--- config.mk ---
export PLATFORM = sky130hd
export DESIGN_NAME = alarm_annunciator
export DESIGN_NICKNAME = d
export VERILOG_FILES = /design/src/rtl/alarm_pkg.sv /design/src/rtl/alarm_tick_gen.sv /design/src/rtl/alarm_annunciator.sv
export SDC_FILE = /design/constraint.sdc
export NUM_CORES = 1
export LEC_CHECK = 0
export ABC_CLOCK_PERIOD_IN_PS = 6060
export CORE_AREA = 2 2 48 84
export DETAILED_ROUTE_END_ITERATION = 6
export DIE_AREA = 0 0 50 86
export GPL_TIMING_DRIVEN = 0
export PLACE_DENSITY_LB_ADDON = 0.2
export SYNTH_ARGS = -nofsm -noshare
export SYNTH_HDL_FRONTEND = slang
export SYNTH_SLANG_ARGS = --single-unit
--- constraint.sdc ---
create_clock -name clk -period 6.06 [get_ports clk]
set_clock_uncertainty 0.15 [all_clocks]
set_input_delay 0.606 -clock clk [delete_from_list [all_inputs] [get_ports clk]]
set_output_delay 0.606 -clock clk [all_outputs]
set_load 0.05 [all_outputs]
--- src/rtl/alarm_pkg.sv ---
// Shared constants for the intruder-alarm response path: state encoding and zone layout.
package alarm_pkg;

    localparam int unsigned STATE_W      = 3;
    localparam int unsigned ZONE_W       = 4;
    localparam int unsigned DELAYED_ZONE = 0;

    localparam logic [STATE_W-1:0] StDisarmed = 3'd0;
    localparam logic [STATE_W-1:0] StExit     = 3'd1;
    localparam logic [STATE_W-1:0] StArmed    = 3'd2;
    localparam logic [STATE_W-1:0] StEntry    = 3'd3;
    localparam logic [STATE_W-1:0] StAlarm    = 3'd4;
    localparam logic [STATE_W-1:0] StSilent   = 3'd5;

    // True when any zone other than the delayed one is open.
    function automatic logic instant_open(input logic [ZONE_W-1:0] zone);
        logic [ZONE_W-1:0] mask;
        mask               = '1;
        mask[DELAYED_ZONE] = 1'b0;
        return |(zone & mask);
    endfunction

endpackage

--- src/rtl/alarm_tick_gen.sv ---
// Free-running prescaler producing a one-cycle tick every PRESCALE clocks.
module alarm_tick_gen #(
    parameter int unsigned PRESCALE = 1000
) (
    input  logic clk,
    input  logic rst_n,
    output logic tick
);

    localparam int unsigned CW = (PRESCALE > 1) ? $clog2(PRESCALE) : 1;
    localparam logic [CW-1:0] LAST = CW'(PRESCALE - 1);

    logic [CW-1:0] cnt_q;

    always_ff @(posedge clk or negedge rst_n) begin
        if (!rst_n) begin
            cnt_q <= '0;
        end else if (cnt_q == LAST) begin
            cnt_q <= '0;
        end else begin
            cnt_q <= cnt_q + CW'(1);
        end
    end

    assign tick = (cnt_q == LAST);

endmodule

--- src/rtl/alarm_annunciator.sv ---
// Alarm response FSM: synchronises zone/arm/disarm inputs, sequences exit/entry delays and
// drives siren, status LED, alarm latch and sticky zone memory.
module alarm_annunciator
    import alarm_pkg::*;
#(
    parameter int unsigned PRESCALE    = 1000,
    parameter int unsigned EXIT_TICKS  = 30,
    parameter int unsigned ENTRY_TICKS = 20,
    parameter int unsigned SIREN_TICKS = 120,
    parameter int unsigned BLINK_TICKS = 2
) (
    input  logic               clk,
    input  logic               rst_n,
    input  logic [ZONE_W-1:0]  zone_i,
    input  logic               arm_i,
    input  logic               disarm_i,
    output logic               siren_o,
    output logic               led_o,
    output logic               alarm_o,
    output logic [ZONE_W-1:0]  zone_mem_o,
    output logic [STATE_W-1:0] state_o
);

    localparam int unsigned MAX_A     = (EXIT_TICKS > ENTRY_TICKS) ? EXIT_TICKS : ENTRY_TICKS;
    localparam int unsigned MAX_TICKS = (MAX_A > SIREN_TICKS) ? MAX_A : SIREN_TICKS;
    localparam int unsigned CNT_W     = $clog2(MAX_TICKS + 1);
    localparam int unsigned BLK_W     = $clog2(BLINK_TICKS + 1);

    localparam logic [CNT_W-1:0] CNT_MAX   = CNT_W'(MAX_TICKS);
    localparam logic [CNT_W-1:0] EXIT_CNT  = CNT_W'(EXIT_TICKS);
    localparam logic [CNT_W-1:0] ENTRY_CNT = CNT_W'(ENTRY_TICKS);
    localparam logic [CNT_W-1:0] SIREN_CNT = CNT_W'(SIREN_TICKS);
    localparam logic [BLK_W-1:0] BLK_LAST  = BLK_W'(BLINK_TICKS - 1);

    logic tick;

    alarm_tick_gen #(
        .PRESCALE (PRESCALE)
    ) u_tick_gen (
        .clk   (clk),
        .rst_n (rst_n),
        .tick  (tick)
    );

    // Two sync stages plus a third stage on the buttons for edge detection.
    logic [ZONE_W-1:0] zone_s1_q, zone_s2_q;
    logic [2:0]        arm_sync_q, disarm_sync_q;
    logic              arm_edge, disarm_edge;

    always_ff @(posedge clk or negedge rst_n) begin
        if (!rst_n) begin
            zone_s1_q     <= '0;
            zone_s2_q     <= '0;
            arm_sync_q    <= '0;
            disarm_sync_q <= '0;
        end else begin
            zone_s1_q     <= zone_i;
            zone_s2_q     <= zone_s1_q;
            arm_sync_q    <= {arm_sync_q[1:0], arm_i};
            disarm_sync_q <= {disarm_sync_q[1:0], disarm_i};
        end
    end

    assign arm_edge    = arm_sync_q[1] & ~arm_sync_q[2];
    assign disarm_edge = disarm_sync_q[1] & ~disarm_sync_q[2];

    logic [STATE_W-1:0] state_q, state_d;
    logic [ZONE_W-1:0]  zone_mem_q, zone_mem_d;
    logic [CNT_W-1:0]   cnt_q, cnt_d;
    logic [BLK_W-1:0]   blink_q, blink_d;
    logic               led_q, led_d;
    logic               siren_q, siren_d;
    logic               alarm_q, alarm_d;

    always_comb begin
        state_d    = state_q;
        zone_mem_d = zone_mem_q;
        if (disarm_edge) begin
            state_d = StDisarmed;
        end else begin
            case (state_q)
                StDisarmed: begin
                    if (arm_edge) begin
                        state_d    = StExit;
                        zone_mem_d = '0;
                    end
                end
                StExit: begin
                    if (cnt_q == EXIT_CNT) begin
                        if (instant_open(zone_s2_q))          state_d = StAlarm;
                        else if (zone_s2_q[DELAYED_ZONE])     state_d = StEntry;
                        else                                  state_d = StArmed;
                    end
                end
                StArmed: begin
                    zone_mem_d = zone_mem_q | zone_s2_q;
                    if (instant_open(zone_s2_q))              state_d = StAlarm;
                    else if (zone_s2_q[DELAYED_ZONE])         state_d = StEntry;
                end
                StEntry: begin
                    zone_mem_d = zone_mem_q | zone_s2_q;
                    if (instant_open(zone_s2_q) || cnt_q == ENTRY_CNT) state_d = StAlarm;
                end
                StAlarm: begin
                    zone_mem_d = zone_mem_q | zone_s2_q;
                    if (cnt_q == SIREN_CNT) state_d = StSilent;
                end
                StSilent: ;
                default: state_d = StDisarmed;
            endcase
        end
    end

    always_comb begin
        cnt_d   = cnt_q;
        blink_d = blink_q;
        led_d   = led_q;
        if (state_d != state_q) begin
            cnt_d   = '0;
            blink_d = '0;
            led_d   = (state_d != StDisarmed);
        end else if (tick) begin
            if (cnt_q != CNT_MAX) cnt_d = cnt_q + CNT_W'(1);
            if (state_q == StExit || state_q == StEntry) begin
                if (blink_q == BLK_LAST) begin
                    blink_d = '0;
                    led_d   = ~led_q;
                end else begin
                    blink_d = blink_q + BLK_W'(1);
                end
            end
        end
        siren_d = (state_d == StAlarm);
        alarm_d = (state_d == StAlarm) || (state_d == StSilent);
    end

    always_ff @(posedge clk or negedge rst_n) begin
        if (!rst_n) begin
            state_q    <= StDisarmed;
            zone_mem_q <= '0;
            cnt_q      <= '0;
            blink_q    <= '0;
            led_q      <= 1'b0;
            siren_q    <= 1'b0;
            alarm_q    <= 1'b0;
        end else begin
            state_q    <= state_d;
            zone_mem_q <= zone_mem_d;
            cnt_q      <= cnt_d;
            blink_q    <= blink_d;
            led_q      <= led_d;
            siren_q    <= siren_d;
            alarm_q    <= alarm_d;
        end
    end

    assign state_o    = state_q;
    assign zone_mem_o = zone_mem_q;
    assign led_o      = led_q;
    assign siren_o    = siren_q;
    assign alarm_o    = alarm_q;

endmodule
==> results of run 1 <==
## registers in the layout, summed over array words and instances (netlist names)
name              flops
alarm_o               1
zone_s2_q             4
zone_s1_q             4
disarm_sync_q         3
u_tick_gen.cnt_q     10
led_o                 1
siren_o               1
blink_q               2
state_o               3
arm_sync_q            3
cnt_q                 7
zone_mem_o            4
## placed cells by master, fill, tap and decap left out, drive strengths merged, types with 2 or more instances in the layout
| master | Yosys | final |
|---|---|---|
| xor2 | 10 | 10 |
| buf | 5 | 6 |
| o22ai | 2 | 2 |
| clkdlybuf4s50 | 0 | 16 |
| xnor2 | 3 | 3 |
| nor4b | 2 | 2 |
| ha | 4 | 4 |
| nor2b | 4 | 4 |
| a21oi | 9 | 9 |
| o31a | 2 | 2 |
| nor3 | 4 | 4 |
| nand4 | 4 | 4 |
| clkbuf | 0 | 5 |
| and2 | 3 | 3 |
| o211ai | 3 | 3 |
| dfrtp | 43 | 43 |
| nor2 | 25 | 25 |
| and3 | 6 | 6 |
| nand3 | 7 | 7 |
| inv | 5 | 7 |
| nor4 | 3 | 3 |
| nand2 | 9 | 9 |
| o21ai | 4 | 4 |
| a21boi | 2 | 2 |
## kinds of logic (layout without fill, tap and decap cells)
group                      after synthesis  after routing  synth area share [%]
xor gates and xnor gates                13             13                  5.89
muxes                                    1              1                 0.518
buffers and inverters                   10             35                  3.04
and+or+nand+nor                         75             75                  21.8
adders and majority gates                4              4                  2.59
AOI/OAI and AO/OA                       28             28                  10.4
DFF                                     43             43                  55.7
## where the power goes
part / leakage [nW] / internal (mW) / switching [mW]
registers: 0.543 / 0.300 / 0.00752
logic: 0.384 / 0.0375 / 0.0684
clock network: 0.0491 / 0.0848 / 0.106
total: 0.976 / 0.422 / 0.182
## final timing paths
check / from / slack [ns] / end / cells after the start
min: zone_s1_q[0]$_DFF_PN0_ / 0.20 / zone_s2_q[0]$_DFF_PN0_ / 0
max: u_tick_gen.cnt_q[0]$_DFF_PN0_ / 3.71 / led_o$_DFFE_PN0P_ / 8
min in group asynchronous: rst_n / 0.27 / cnt_q[6]$_DFFE_PN0P_ / 1
max reg2reg: u_tick_gen.cnt_q[0]$_DFF_PN0_ / 3.71 / led_o$_DFFE_PN0P_ / 8
min reg2reg: zone_s1_q[0]$_DFF_PN0_ / 0.20 / zone_s2_q[0]$_DFF_PN0_ / 0
max in group asynchronous: rst_n / 4.91 / alarm_o$_DFF_PN0_ / 1
## routing by layer
| metal | global-route usage, % | share of wire [%] | vias to the layer above |
|---|---|---|---|
| met4 | 9.09 | 2.8 | 0 |
| li1 | - | - | 657 |
| met3 | 4.88 | 3.5 | 11 |
| met5 | 0 | 0 | - |
| met2 | 34.9 | 55 | 40 |
| met1 | 20.3 | 38 | 682 |
## area by class of cell
| type | count | area share [%] |
|---|---|---|
| sequential | 43 | 47.8 |
| clock inverter | 3 | 1.17 |
| timing repair buffer | 17 | 7.34 |
| buffer | 5 | 1.67 |
| multi-input combinational | 121 | 35.4 |
| clock buffer | 5 | 3.06 |
| tap | 46 | 2.56 |
| inverter | 5 | 0.945 |
## per-stage QoR
stage          util, %  instances  hold slack [ns]  cell area (um2)
6_report          62.6        245            0.205             2250
5_1_grt           62.6        245            0.219             2250
4_1_cts           62.6        245            0.207             2250
3_5_place_dp      60.0        237            0.186             2150
3_3_place_gp      60.1        237            0.183             2160
2_1_floorplan        -        174            0.160             1930
==> impl_metrics.csv, run 1 <==
group,metric,value,unit
layout,seq_area,1080,um2
yosys,yosys_most_used_dff,"dfrtp_1",
cts,postCtsSetupRepairBufs,0,
critical_path,crit_path_frequent_cell,"nand3_1",
layout,diodes,0,
yosys,synth_fp_nets,186,
yosys,async_reset_ff_share,100,%
drt,dr.pass1.iters,4,
job,drv_cap,0,
drt,detail_route.vias_per_cell,5.67,
timing,relSlewSlack,39.9,%
critical_path,startpoint_type,"register",
critical_path,end_kind,"register",
timing,fmax,426,MHz
placement,gp_congestion,0.817,
placement,dpl_worst_slack,3.69,ns
cts,cts.sinks,43,
cts,h-tree-depth,2,
floorplanning,start_util,53.8,%
global_route,grt_overflow,0,
critical_path,cp_max_fo,10,
critical_path,cpLargestDelayFamily,"simple AND/OR/NAND/NOR gates",
floorplanning,dieArea,4300,um2
timing,timing.final.crit_share,38.8,%
yosys,yosys_warnings,0,
cts,cts_resized,0,
pwr,vdd_drop_max,267,uV
critical_path,path_class,"reg -> reg",
pwr,leakage,0.976,nW
yosys,synth_commonest_cells,"dfrtp_1 (43), nor2_1 (17), xor2_1 (10)",
drt,drc,0,
yosys,ys_seq_elements,43,
cts,clk_pin_slew,0.09,ns
floorplanning,die_h,86,um
yosys,yosys.area.top_type,"dfrtp_1",
layout,syn_to_final_growth,16.5,%
critical_path,path_buf_inv,1,
critical_path,cp.required,6.09,ns
yosys,synth_area_leaders,"dfrtp_1 (56%), xor2_1 (4.5%), nor2_1 (3.3%)",
yosys,ys_types,46,
yosys,synth_top_area_share,55.7,%
yosys,syn_avg_cell_area,11.1,um2
timing,fin_crit,2.35,ns
cts,ctsLongestPathBuffers,2,
drt,drt_iter0_drc,40,
global_route,antenna_found_initial,0,
floorplanning,io_pins,18,
pwr,p_per_area,269,nW/um2
placement,io_buffers,17,
drt,routed_wl,3510,um
pwr,fin_total_pwr,604,uW
floorplanning,row_count,29,
cts,clk_latency,0.30,ns
layout,fillCellCount,284,
yosys,synthCells,174,
hold_path,hold_class,"reg -> reg",
drt,vias,1390,
cts,hold_buffers,0,
yosys,syn_area,1930,um2
timing,rsz0062_at_grt,"no",
placement,dp_hpwl,2560,um
run_status,status,"finished clean",
cts,cts_buffers,5,
layout,multi_input_area,797,um2
yosys,synth_edf_count,0,
timing,tightest_slew,0.901,ns
yosys,synth_seq_area_share,55.7,%
timing,hold_violations,0,
floorplanning,core_area,3590,um2
floorplanning,die_w,50,um
global_route,grt_pass1_vias,1440,
global_route,grt_max_degree,44,
yosys,yosysMostFrequentCell,"dfrtp_1",
global_route,grtUsageTotal,19.3,%
cts,tritoncts,"built",
critical_path,crit_slowest_cell,"dfrtp_1",
critical_path,worstPathArrival,2.38,ns
drt,routedWlPerCell,14.3,um
timing,slew_viol_final,0,
cts,cts_root_buf,"clkbuf_8",
timing,worst_slack,3.71,ns
global_route,grt_first_pass_wirelength,6320,um
critical_path,path_cells,"ha_1, nand4b_1, nor4b_1, buf_2, nand3_1, o21a_1, o31ai_1, nand3_1",
drt,ant_nets,0,
timing,fin_setup_tns,0,ns
critical_path,crit_path_max_incr_delay,0.39,ns
layout,layout-drive-gt1-share,15.1,%
layout,fin_nets,210,
timing,setup_violations,0,
(Power assumes the default switching activity.)
==> run 2, diff against run 1 <==
Settings changed: ABC_CLOCK_PERIOD_IN_PS 6060 to 2000, CORE_AREA 2 2 48 84 to 2 2 50 88, DIE_AREA 0 0 50 86 to 0 0 52 90.
Clock period 6.06 ns to 2 ns, I/O delays scaled along.
==> impl_metrics.csv, run 2 (same netlist as run 1, synthesis figures left out) <==
group,metric,value,unit
global_route,grt_max_degree,44,
floorplanning,die_w,52,um
drt,dr.pass1.iters,4,
pwr,p_per_area,753,nW/um2
placement,dp.cells,241,
cts,cts.sinks,43,
critical_path,cp_max_fo,4,
drt,routedWlPerCell,15.0,um
layout,largest_reg_flops,10,
pwr,leakage,1.05,nW
critical_path,end_kind,"register",
critical_path,path_class,"reg -> reg",
run_status,status,"finished with violations",
cts,clk_latency,0.29,ns
layout,final_common_cell,"dfrtp_1",
critical_path,startpoint_type,"register",
drt,vias,1447,
timing,tightest_slew,0.498,ns
placement,gp_congestion,0.823,
drt,drc,0,
drt,routed_wl,3930,um
global_route,grt_pass1_vias,1506,
drt,drt_iter0_drc,37,
layout,fin_cells,262,
critical_path,cp.required,2.08,ns
timing,timing.final.crit_share,109,%
global_route,grtUsageTotal,18.5,%
cts,clk_pin_slew,0.09,ns
floorplanning,row_count,31,
global_route,antenna_found_initial,0,
timing,fin_crit,2.18,ns
critical_path,worstPathArrival,2.26,ns
timing,hold_violations,0,
layout,syn_to_final_growth,29.3,%
global_route,gr-usage-met1,20.5,%
floorplanning,io_pins,18,
job,drv_cap,0,
placement,dp_hpwl,2660,um
hold_path,hold_class,"in -> reg",
floorplanning,start_util,48.4,%
timing,slew_viol_final,0,
layout,layout-drive-gt1-share,28.6,%
cts,cts_buffers,5,
timing,rsz0062_at_grt,"yes",
timing,worst_slack,-0.182,ns
pwr,vdd_drop_max,626,uV
pwr,fin_total_pwr,1.88,mW
drt,detail_route.vias_per_cell,5.52,
layout,diodes,0,
global_route,grt_overflow,0,
cts,tritoncts,"built",
global_route,gr-usage-met3,3.49,%
cts,cts_root_buf,"clkbuf_8",
cts,ctsLongestPathBuffers,2,
floorplanning,core_area,4000,um2
layout,top_register,"u_tick_gen.cnt_q",
layout,fillCellCount,303,
timing,fmax,458,MHz
timing,setup_violations,11,
global_route,grt-busiest-layer,"met2",
global_route,globalRouteMet2Util,33.2,%
layout,layout_common_cells,"dfrtp_1 (40), nor2_1 (16), clkdlybuf4s50_1 (16)",
timing,relSlewSlack,66.7,%
placement,io_buffers,17,
drt,ant_nets,0,
floorplanning,dieArea,4680,um2
layout,reg_top3,"u_tick_gen.cnt_q x10, cnt_q x7",
run_status,violations,"setup timing",
global_route,grt_first_pass_wirelength,6640,um
layout,fin_nets,224,
floorplanning,die_h,90,um
cts,h-tree-depth,2,
run 2: final timing paths:
kind | slack, ns | endpoint | startpoint | cells past startpoint
max in group asynchronous | 1.23 | state_o[2]$_DFF_PN0_ | rst_n | 3
setup / recovery | -0.18 | cnt_q[3]$_DFFE_PN0P_ | cnt_q[1]$_DFFE_PN0P_ | 9
hold / removal | 0.18 | zone_s1_q[2]$_DFF_PN0_ | zone_i[2] | 1
hold reg to reg | 0.21 | zone_s2_q[0]$_DFF_PN0_ | zone_s1_q[0]$_DFF_PN0_ | 0
min in group asynchronous | 0.25 | cnt_q[6]$_DFFE_PN0P_ | rst_n | 3
setup reg to reg | -0.18 | cnt_q[3]$_DFFE_PN0P_ | cnt_q[1]$_DFFE_PN0P_ | 9
run 2: power by group:
part	leakage [nW]	internal [mW]	switching [mW]
Sequential	0.538	0.909	0.0263
Clock	0.0491	0.257	0.317
Combinational	0.467	0.141	0.230
Total	1.05	1.31	0.574
run 2: layer usage:
| layer | share of wire (%) | up-vias |
|---|---|---|
| li1 | - | 686 |
| met4 | 2.3 | 0 |
| met3 | 2.6 | 8 |
| met5 | 0 | - |
| met2 | 58 | 30 |
| met1 | 37 | 723 |
run 2: what timing repair did:
item,CTS,global route
pin swaps,7,11
cloned,1,0
setup endpoints to repair,15,19
hold buffers,1,0
endpoints found under the hold margin,43,0
buffers inserted,8,3
gates resized for setup,13,10
run 2: metrics by stage:
stage	instance area, um2	util [%]	setup WS [ns]	hold WS (ns)	setup TNS, ns
floorplan	1950	-	-0.152	-0.246	-1.16
global placement	2180	54.7	-0.594	0.182	-22.47
detailed placement	2200	55.1	-0.297	0.0429	-3.33
CTS	2420	60.5	-0.156	0.178	-1.56
global route	2500	62.5	-0.256	0.168	-2.63
finish	2500	62.5	-0.182	0.183	-1.66
run 2: layout make-up:
class / instances / area (um2) / share of cell area (%)
Multi-Input combinational cell: 121 / 905 / 36.2
Buffer: 5 / 46.3 / 1.85
Clock buffer: 5 / 68.8 / 2.76
Sequential cell: 43 / 1080 / 43.2
Tap cell: 49 / 61.3 / 2.45
Timing Repair Buffer: 31 / 289 / 11.6
Clock inverter: 3 / 26.3 / 1.05
Inverter: 5 / 21.3 / 0.852
run 2: worst max-delay path, cell delays in order, from the launching register on:
cell and delay, ns:
dfrtp_1 0.39, inv_2 0.06, ha_4 0.15, or4b_4 0.21, nor2_2 0.04, o311ai_1 0.27
o22ai_1 0.16, or3b_4 0.44, buf_6 0.15, a21oi_2 0.09
